File: config.mk
export PLATFORM = sky130hd
export DESIGN_NAME = spi_master_param
export DESIGN_NICKNAME = d
export VERILOG_FILES = /design/src/rtl/spi_master_param.sv
export SDC_FILE = /design/constraint.sdc
export NUM_CORES = 1
export LEC_CHECK = 0
export CAP_MARGIN = 25
export CORE_AREA = 2 2 79 81
export DETAILED_ROUTE_END_ITERATION = 8
export DIE_AREA = 0 0 81 83
export PLACE_DENSITY = 0.59
export SLEW_MARGIN = 20
export SYNTH_ARGS = -nofsm -noshare
export SYNTH_HDL_FRONTEND = slang
export SYNTH_SLANG_ARGS = --single-unit
File: constraint.sdc
create_clock -name clk -period 5 [get_ports clk]
set_clock_uncertainty 0.1 [all_clocks]
set_input_delay 0.75 -clock clk [delete_from_list [all_inputs] [get_ports clk]]
set_output_delay 0.75 -clock clk [all_outputs]
set_load 0.005 [all_outputs]
File: src/rtl/spi_master_param.sv
// spi_master_param: parametrised SPI master with clock divider, CPOL/CPHA modes,
// selectable bit order and NUM_SLAVES active-low chip selects.
`default_nettype none

module spi_master_param #(
    parameter int DATA_WIDTH = 8,
    parameter int NUM_SLAVES = 3,
    parameter int CLK_DIV    = 2
) (
    input  logic                                                 clk,
    input  logic                                                 reset,
    input  logic                                                 start,
    input  logic [((NUM_SLAVES > 1) ? $clog2(NUM_SLAVES) : 1)-1:0] slaveSelect,
    input  logic                                                 cpol,
    input  logic                                                 cpha,
    input  logic                                                 lsb_first,
    input  logic [DATA_WIDTH-1:0]                                masterDataToSend,
    output logic [DATA_WIDTH-1:0]                                masterDataReceived,
    output logic                                                 busy,
    output logic                                                 done,
    output logic                                                 err,
    output logic                                                 SCLK,
    output logic [NUM_SLAVES-1:0]                                CS,
    output logic                                                 MOSI,
    input  logic                                                 MISO
);

    localparam int SEL_W  = (NUM_SLAVES > 1) ? $clog2(NUM_SLAVES) : 1;
    localparam int DIV_W  = $clog2(CLK_DIV + 1);
    localparam int EDGE_W = $clog2(2 * DATA_WIDTH + 1);

    localparam logic [DIV_W-1:0]      DIV_LAST    = DIV_W'(CLK_DIV - 1);
    localparam logic [EDGE_W-1:0]     EDGE_LAST   = EDGE_W'(2 * DATA_WIDTH);
    localparam logic [SEL_W:0]        SLAVE_LIMIT = (SEL_W + 1)'(NUM_SLAVES);
    localparam logic [NUM_SLAVES-1:0] CS_ONE      = NUM_SLAVES'(1);

    typedef enum logic [1:0] {
        IDLE  = 2'd0,
        LEAD  = 2'd1,
        XFER  = 2'd2,
        TRAIL = 2'd3
    } state_t;

    state_t                state;
    logic [DIV_W-1:0]      div_cnt;
    logic [EDGE_W-1:0]     edge_cnt;
    logic [DATA_WIDTH-1:0] tx_sh;
    logic [DATA_WIDTH-1:0] rx_sh;
    logic                  lat_cpol;
    logic                  lat_cpha;
    logic                  lat_lsb;

    logic [EDGE_W-1:0]     edge_next;
    logic                  div_wrap;
    logic                  sample_now;
    logic                  drive_now;
    logic                  tx_bit;
    logic [DATA_WIDTH-1:0] tx_shifted;
    logic [DATA_WIDTH-1:0] rx_shifted;
    logic                  load_bit;
    logic [DATA_WIDTH-1:0] load_rest;

    always_comb begin
        edge_next  = edge_cnt + EDGE_W'(1);
        div_wrap   = (div_cnt == DIV_LAST);
        // Odd edge numbers are leading edges; cpha picks which kind samples.
        sample_now = lat_cpha ? !edge_next[0] : edge_next[0];
        drive_now  = lat_cpha ? edge_next[0] : (!edge_next[0] && (edge_next != EDGE_LAST));
        tx_bit     = lat_lsb ? tx_sh[0] : tx_sh[DATA_WIDTH-1];
        tx_shifted = lat_lsb ? (tx_sh >> 1) : (tx_sh << 1);
        rx_shifted = lat_lsb ? {MISO, rx_sh[DATA_WIDTH-1:1]} : {rx_sh[DATA_WIDTH-2:0], MISO};
        load_bit   = lsb_first ? masterDataToSend[0] : masterDataToSend[DATA_WIDTH-1];
        load_rest  = lsb_first ? (masterDataToSend >> 1) : (masterDataToSend << 1);
    end

    always_ff @(posedge clk) begin
        if (reset) begin
            state              <= IDLE;
            div_cnt            <= '0;
            edge_cnt           <= '0;
            tx_sh              <= '0;
            rx_sh              <= '0;
            lat_cpol           <= 1'b0;
            lat_cpha           <= 1'b0;
            lat_lsb            <= 1'b0;
            masterDataReceived <= '0;
            busy               <= 1'b0;
            done               <= 1'b0;
            err                <= 1'b0;
            SCLK               <= 1'b0;
            CS                 <= '1;
            MOSI               <= 1'b0;
        end else begin
            done <= 1'b0;
            err  <= 1'b0;
            case (state)
                IDLE: begin
                    if (start) begin
                        if ({1'b0, slaveSelect} < SLAVE_LIMIT) begin
                            state    <= LEAD;
                            busy     <= 1'b1;
                            CS       <= ~(CS_ONE << slaveSelect);
                            SCLK     <= cpol;
                            lat_cpol <= cpol;
                            lat_cpha <= cpha;
                            lat_lsb  <= lsb_first;
                            div_cnt  <= '0;
                            edge_cnt <= '0;
                            rx_sh    <= '0;
                            // With cpha=0 the first bit must be valid before the first edge.
                            if (!cpha) begin
                                MOSI  <= load_bit;
                                tx_sh <= load_rest;
                            end else begin
                                MOSI  <= 1'b0;
                                tx_sh <= masterDataToSend;
                            end
                        end else begin
                            err <= 1'b1;
                        end
                    end
                end
                LEAD, XFER: begin
                    if (div_wrap) begin
                        div_cnt  <= '0;
                        edge_cnt <= edge_next;
                        SCLK     <= ~SCLK;
                        if (sample_now) begin
                            rx_sh <= rx_shifted;
                        end
                        if (drive_now) begin
                            MOSI  <= tx_bit;
                            tx_sh <= tx_shifted;
                        end
                        state <= (edge_next == EDGE_LAST) ? TRAIL : XFER;
                    end else begin
                        div_cnt <= div_cnt + DIV_W'(1);
                    end
                end
                TRAIL: begin
                    if (div_wrap) begin
                        div_cnt            <= '0;
                        state              <= IDLE;
                        busy               <= 1'b0;
                        done               <= 1'b1;
                        CS                 <= '1;
                        MOSI               <= 1'b0;
                        SCLK               <= lat_cpol;
                        masterDataReceived <= rx_sh;
                    end else begin
                        div_cnt <= div_cnt + DIV_W'(1);
                    end
                end
                default: state <= IDLE;
            endcase
        end
    end

endmodule

`default_nettype wire

==> impl_metrics.yaml, run 1 <==
clocking:
  ctsHoldBuffers: 0
  ctsRootBufferMaster: "clkbuf_8"
  cts-buffers-inserted: 5
  cts-resized-gates: 0
  worst_skew_pair.late_latency_ns: 0.30
  cts_tree: "yes"
  ctsLongestPathBuffers: 2
  cts.clk_slew.worst_paths_ns: 0.08
  numClockSinks: 44
  postCtsSetupRepairBufs: 0
  cts-htree-levels: 2
pwr:
  design_power_total_uw: 776
  total_switching_power_uw: 235
  leakage_power_uw: 0.000968
  p_seq_share_pct: 49.7
  internal_power_uw: 541
  clkPwrFrac_pct: 27.1
  combinational_share_of_power_pct: 23.2
  power_density_nw_per_um2: 283
  peakVddDrop_v: 0.000105
  swShare_pct: 30.3
route:
  total_drc_errors_in_the_routed_layout: 0
  drt_wl_total_mm: 5.17
  drtAntennaViolNets: 0
  dr.pass1.iters: 4
  vias_post_dr: 2029
  vias_per_cell: 5.24
  post_drt_wl_per_cell_um: 13.4
  dr.first_iter.drc_count: 149
global_routing:
  via_count_of_the_first_global_routing_pass: 1852
  grt_antenna_before_repair: 0
  grt-ovfl-total: 0
  groute.usage.overall_pct: 16.4
  pin_count_of_the_biggest_net_entering_global_routing: 45
  first_pass_grt_wire_length_mm: 8.88
sta:
  fin_crit_ns: 2.96
  post-route-period-util_pct: 59.1
  setup_viol: 0
  slew_viol_final: 0
  max_slew.worst_pin.slew_ns: 0.951
  max_freq_ghz: 0.338
  tns_ns: 0
  grt_setup_unrepaired: "no"
  worst_slack_ns: 2.04
  timing.max_slew.rel_slack_pct: 36.6
  report.final.hold_viol_count: 0
cells_and_area:
  area_growth_pct: 18.0
  layout.filler_cells: 590
  area_of_combinational_cells_with_multiple_inputs_um2: 1340
  register_area_um2: 881
  design.final.nets: 333
  final_area_um2: 2740
  antenna-diode-count: 0
  post_route_cells_drive_above_1_share_pct: 7.69
synth:
  seq_area_frac_synth_pct: 38.0
  syn_nets: 311
  synth_area_um2: 2320
  syn-mean-instance-area_um2: 8.00
  async_flop_share_pct: 0
  synth_edf_count: 0
  ys_seq_elements: 44
  ys.warnings.count: 0
  number_of_different_library_cells_in_the_post_synthesis_netlist: 36
  synth-main-ff-cell: "dfxtp_1"
  postSynthCellCount: 290
floorplan:
  die-area_um2: 6720
  die_w_um: 81
  dieHeight_um: 83
  floorplan.initialDensity_pct: 39.9
  num_io_pins: 33
  num_rows: 28
  core_area_um2: 5820
placement:
  place_hpwl_mm: 3.58
  worst_case_setup_slack_after_placement_ns: 2.04
  io_buffer_count: 32
  gpl.final_weighted_congestion: 0.762
  dpl-instance-area_um2: 2660
job:
  cap_viol_max_count: 0
outcome:
  status: "completed"
worst_hold_path:
  min_path_cells: 2
  holdCritPathClass: "flop to flop"
worst_setup_path:
  crit_required_ns: 5.13
  critical_path_fanout_max: 34
  worst-r2r-cell-count: 7
  critical_path_arrival_ns: 3.08
  startpoint_class_of_the_critical_path: "flop"
  cp-end-kind: "flop"
  critPathKind: "flop to flop"
## power by group through the flow
stage          registers, uW  logic [uW]  clock network (uW)
3_5_place_dp             394         181                   0
2_1_floorplan            387         140                   0
6_report                 386         180                 210
4_1_cts                  386         181                 218
3_3_place_gp             394         178                   0
5_1_grt                  389         205                 232
## cells in the mapped netlist, drive strengths merged, types with 5 or more instances
cell type	n	area, um^2
a21oi	35	179
nand3	18	90.1
nand2	47	176
nor2	17	63.8
mux2	8	90.1
or2	6	37.5
mux2i	19	190
nor2b	5	31.3
dfxtp	44	881
clkbuf	11	41.3
o21ai	22	110
nand2b	9	56.3
nor3	7	35.0
buf	7	41.3
## state kept, by name (all words and copies together) (netlist names)
signal and cells:
CS 3, MOSI 1, SCLK 1, busy 1, div_cnt 2, done 1, edge_cnt 5, err 1
lat_cpha 1, lat_cpol 1, lat_lsb 1, masterDataReceived 8, rx_sh 8, state 2, tx_sh 8
## per-layer routing
layer	vias up	part of all wire, %	global-route usage, %
met2	40	47	26.0
li1	1053	-	-
met5	-	0	0
met1	932	48	22.3
met4	0	0.85	4.62
met3	4	4.5	3.59
## cells by family (layout without fill, tap and decap cells)
group | after synthesis | after routing | share of synthesized area [%]
simple gates | 123 | 123 | 25.8
compound gates | 70 | 70 | 17.8
flops | 44 | 44 | 38.0
mux | 27 | 27 | 12.1
buf+inv | 22 | 44 | 4.20
fa+ha+maj | 4 | 4 | 2.16
## cell usage in the layout, fill, tap and decap left out, types with 3 or more instances in the layout
cell type         n
a21oi_1          34
nor2b_1           5
nand3_1          18
nand2_1          47
ha_1              4
o21ai_0          22
dfxtp_1          44
or2_2             5
nor2_1           17
mux2_2            8
clkbuf_8          5
nand2b_1          9
a311oi_1          3
inv_1             4
mux2i_1          19
nor3_1            7
a22oi_1           3
clkdlybuf4s50_1  32
## final timing paths
kind                                                    startpoint                                 end  slack [ns]
worst max-delay path                         state[1]$_SDFFE_PP0P_               tx_sh[5]$_SDFFE_PP0P_        2.04
worst min-delay path            masterDataReceived[2]$_SDFFE_PP0P_  masterDataReceived[2]$_SDFFE_PP0P_        0.36
worst min register to register  masterDataReceived[2]$_SDFFE_PP0P_  masterDataReceived[2]$_SDFFE_PP0P_        0.36
worst max register to register               state[1]$_SDFFE_PP0P_               tx_sh[5]$_SDFFE_PP0P_        2.04
## area by class of cell
type | count | share of cell area (%)
Multi-Input combinational cell | 224 | 49.0
Sequential cell | 44 | 32.2
Timing Repair Buffer | 33 | 12.0
Tap cell | 75 | 3.43
Clock buffer | 6 | 2.65
Inverter | 4 | 0.548
Clock inverter | 1 | 0.183
## per-stage QoR
stage               cells  util (%)  hold WS [ns]
floorplan             290         -         0.342
global placement      380      45.7         0.346
detailed placement    380      45.7         0.351
CTS                   387      47.1         0.363
global route          387      47.1         0.373
finish                387      47.1         0.358
## critical path, cell delays in order (launching register included)
cell      delay [ns]
dfxtp_1         0.37
inv_1           0.08
ha_1            0.92
nand3b_2        0.30
a22oi_4         0.31
o221ai_2        0.31
or2_2           0.38
a21oi_1         0.12
(Power assumes the default switching activity.)
==> run 2: changes to the inputs <==
--- a/config.mk
+++ b/config.mk
@@ -9,7 +9,7 @@
 export CORE_AREA = 2 2 79 81
 export DETAILED_ROUTE_END_ITERATION = 8
 export DIE_AREA = 0 0 81 83
-export PLACE_DENSITY = 0.59
+export PLACE_DENSITY = 0.61
 export SLEW_MARGIN = 20
 export SYNTH_ARGS = -nofsm -noshare
 export SYNTH_HDL_FRONTEND = slang
==> constraint.sdc (replaced) <==
create_clock -name clk -period 2.65 [get_ports clk]
set_clock_uncertainty 0.1 [all_clocks]
set_input_delay 0.3975 -clock clk [delete_from_list [all_inputs] [get_ports clk]]
set_output_delay 0.3975 -clock clk [all_outputs]
set_load 0.005 [all_outputs]
==> impl_metrics.yaml, run 2 (synthesized netlist as in run 1, its figures left out) <==
worst_setup_path:
  cp.buffers_inverters: 1
  reg_to_reg_critical_path_endpoint: "tx_sh[1]$_SDFFE_PP0P_"
  critPathSlowestCell: "or2_2"
  startpoint_class_of_the_critical_path: "flop"
  worst-r2r-cell-count: 7
  critical_path_arrival_ns: 2.45
  crit_family: "compound AO/OA/AOI/OAI gates"
  cp-end-kind: "flop"
  critPathKind: "flop to flop"
  critical_path_fanout_max: 15
  critical_path_depth: 7
  worst-r2r-setup-slack_ns: 0.32
  crit_required_ns: 2.78
  worst_r2r_startpoint: "state[0]$_SDFFE_PP0P_"
  worstPathCellList: "inv_1 -> ha_1 -> nand3b_2 -> a22oi_4 -> o221ai_2 -> or2_2 -> a21oi_1"
  slowest_delay_ns: 0.39
sta:
  tns_ns: 0
  setup_viol: 0
  timing.max_slew.rel_slack_pct: 57.8
  post-route-period-util_pct: 87.8
  slew_viol_final: 0
  max_slew.worst_pin.slew_ns: 0.634
  grt_setup_unrepaired: "no"
  report.final.hold_viol_count: 0
  max_freq_ghz: 0.430
  fin_crit_ns: 2.33
clocking:
  cts.clk_slew.worst_paths_ns: 0.09
  cts-resized-gates: 0
  worst_skew_pair.late_latency_ns: 0.30
  postCtsSetupRepairBufs: 0
  cts_tree: "yes"
  ctsHoldBuffers: 0
  cts-htree-levels: 2
  cts-buffers-inserted: 5
  ctsLongestPathBuffers: 2
  ctsRootBufferMaster: "clkbuf_8"
  numClockSinks: 44
global_routing:
  grt-ovfl-total: 0
  pin_count_of_the_biggest_net_entering_global_routing: 45
  via_count_of_the_first_global_routing_pass: 1844
  first_pass_grt_wire_length_mm: 8.81
  grt_antenna_before_repair: 0
  groute.usage.overall_pct: 16.3
placement:
  gpl.final_weighted_congestion: 0.817
  dpl-instance-area_um2: 2710
  io_buffer_count: 32
  placed_cells_incl_taps: 386
  place_hpwl_mm: 3.66
worst_hold_path:
  min_path_cells: 2
  hold_path_endpoint: "masterDataReceived[5]$_SDFFE_PP0P_"
  min_from: "masterDataReceived[5]$_SDFFE_PP0P_"
  holdCritPathClass: "flop to flop"
cells_and_area:
  area_growth_pct: 20.1
  layout_common_cells: "nand2_1 (47), dfxtp_1 (44), a21oi_1 (34)"
  antenna-diode-count: 0
  final_core_utilization_pct: 47.9
  mostFrequentLayoutCell: "nand2_1"
  post_route_cells_drive_above_1_share_pct: 9.75
  layoutNonFillerInstCount: 393
  largestRegisters: "masterDataReceived (8), rx_sh (8), tx_sh (8)"
  final_area_um2: 2790
  design.final.nets: 339
floorplan:
  floorplan.initialDensity_pct: 39.9
  dieHeight_um: 83
  core_area_um2: 5820
  die-area_um2: 6720
  num_io_pins: 33
  die_w_um: 81
  num_rows: 28
pwr:
  design_power_total_uw: 1490
  leakage_power_uw: 0.000998
  peakVddDrop_v: 0.000197
  power_density_nw_per_um2: 536
outcome:
  status: "completed"
job:
  cap_viol_max_count: 0
route:
  total_drc_errors_in_the_routed_layout: 0
  dr.first_iter.drc_count: 67
  vias_per_cell: 5.18
  dr.pass1.iters: 4
  drtAntennaViolNets: 0
  drt_wl_total_mm: 5.25
  vias_post_dr: 2035
  post_drt_wl_per_cell_um: 13.4
run 2: cell types whose count changed in the layout (fill, tap and decap cells not counted):
cell / change
buf_4: +6
clkbuf_1: -1
clkinvlp_4: +1
run 2: how the worst max path moves through the flow:
stage                               start               endpoint  slack, ns
floorplan           state[0]$_SDFFE_PP0P_  tx_sh[0]$_SDFFE_PP0P_       0.67
global placement           slaveSelect[1]  tx_sh[2]$_SDFFE_PP0P_       0.23
detailed placement         slaveSelect[1]  tx_sh[1]$_SDFFE_PP0P_       0.15
CTS                 state[0]$_SDFFE_PP0P_  tx_sh[1]$_SDFFE_PP0P_       0.33
global route        state[0]$_SDFFE_PP0P_  tx_sh[7]$_SDFFE_PP0P_       0.11
finish              state[0]$_SDFFE_PP0P_  tx_sh[1]$_SDFFE_PP0P_       0.32
run 2: final cells by class:
class,instances,area [um^2]
fillers,612,3030
multi-input cells,224,1340
flip-flops and latches,44,881
repair buffers,39,373
well taps,75,93.8
clock buffers,5,68.8
inverters,4,15.0
clock inverters,2,12.5
run 2: power by group:
part,total (uW),internal [uW],switching (uW)
clock network,411,179,232
logic,356,154,202
registers,725,695,30.3
run 2: metal layers:
| layer | track usage [%] | part of all wire (%) |
|---|---|---|
| met3 | 3.04 | 3.3 |
| met1 | 22.4 | 50 |
| met2 | 25.5 | 45 |
| met5 | 0 | 0 |
| met4 | 5.55 | 1.5 |
run 2: stage by stage:
| step | setup slack [ns] | hold WS (ns) |
|---|---|---|
| detailed placement | 0.149 | 0.347 |
| global route | 0.108 | 0.372 |
| CTS | 0.326 | 0.360 |
| finish | 0.323 | 0.359 |
| floorplan | 0.672 | 0.342 |
| global placement | 0.232 | 0.346 |
run 2: worst reg2reg max path: cells and delay by family (launching register included):
kind                       cells  cell delay (ns)
AOI/OAI and AO/OA              3             0.74
and+or+nand+nor                2             0.59
DFF                            1             0.38
adders and majority gates      1             0.37
buffers and inverters          1             0.07
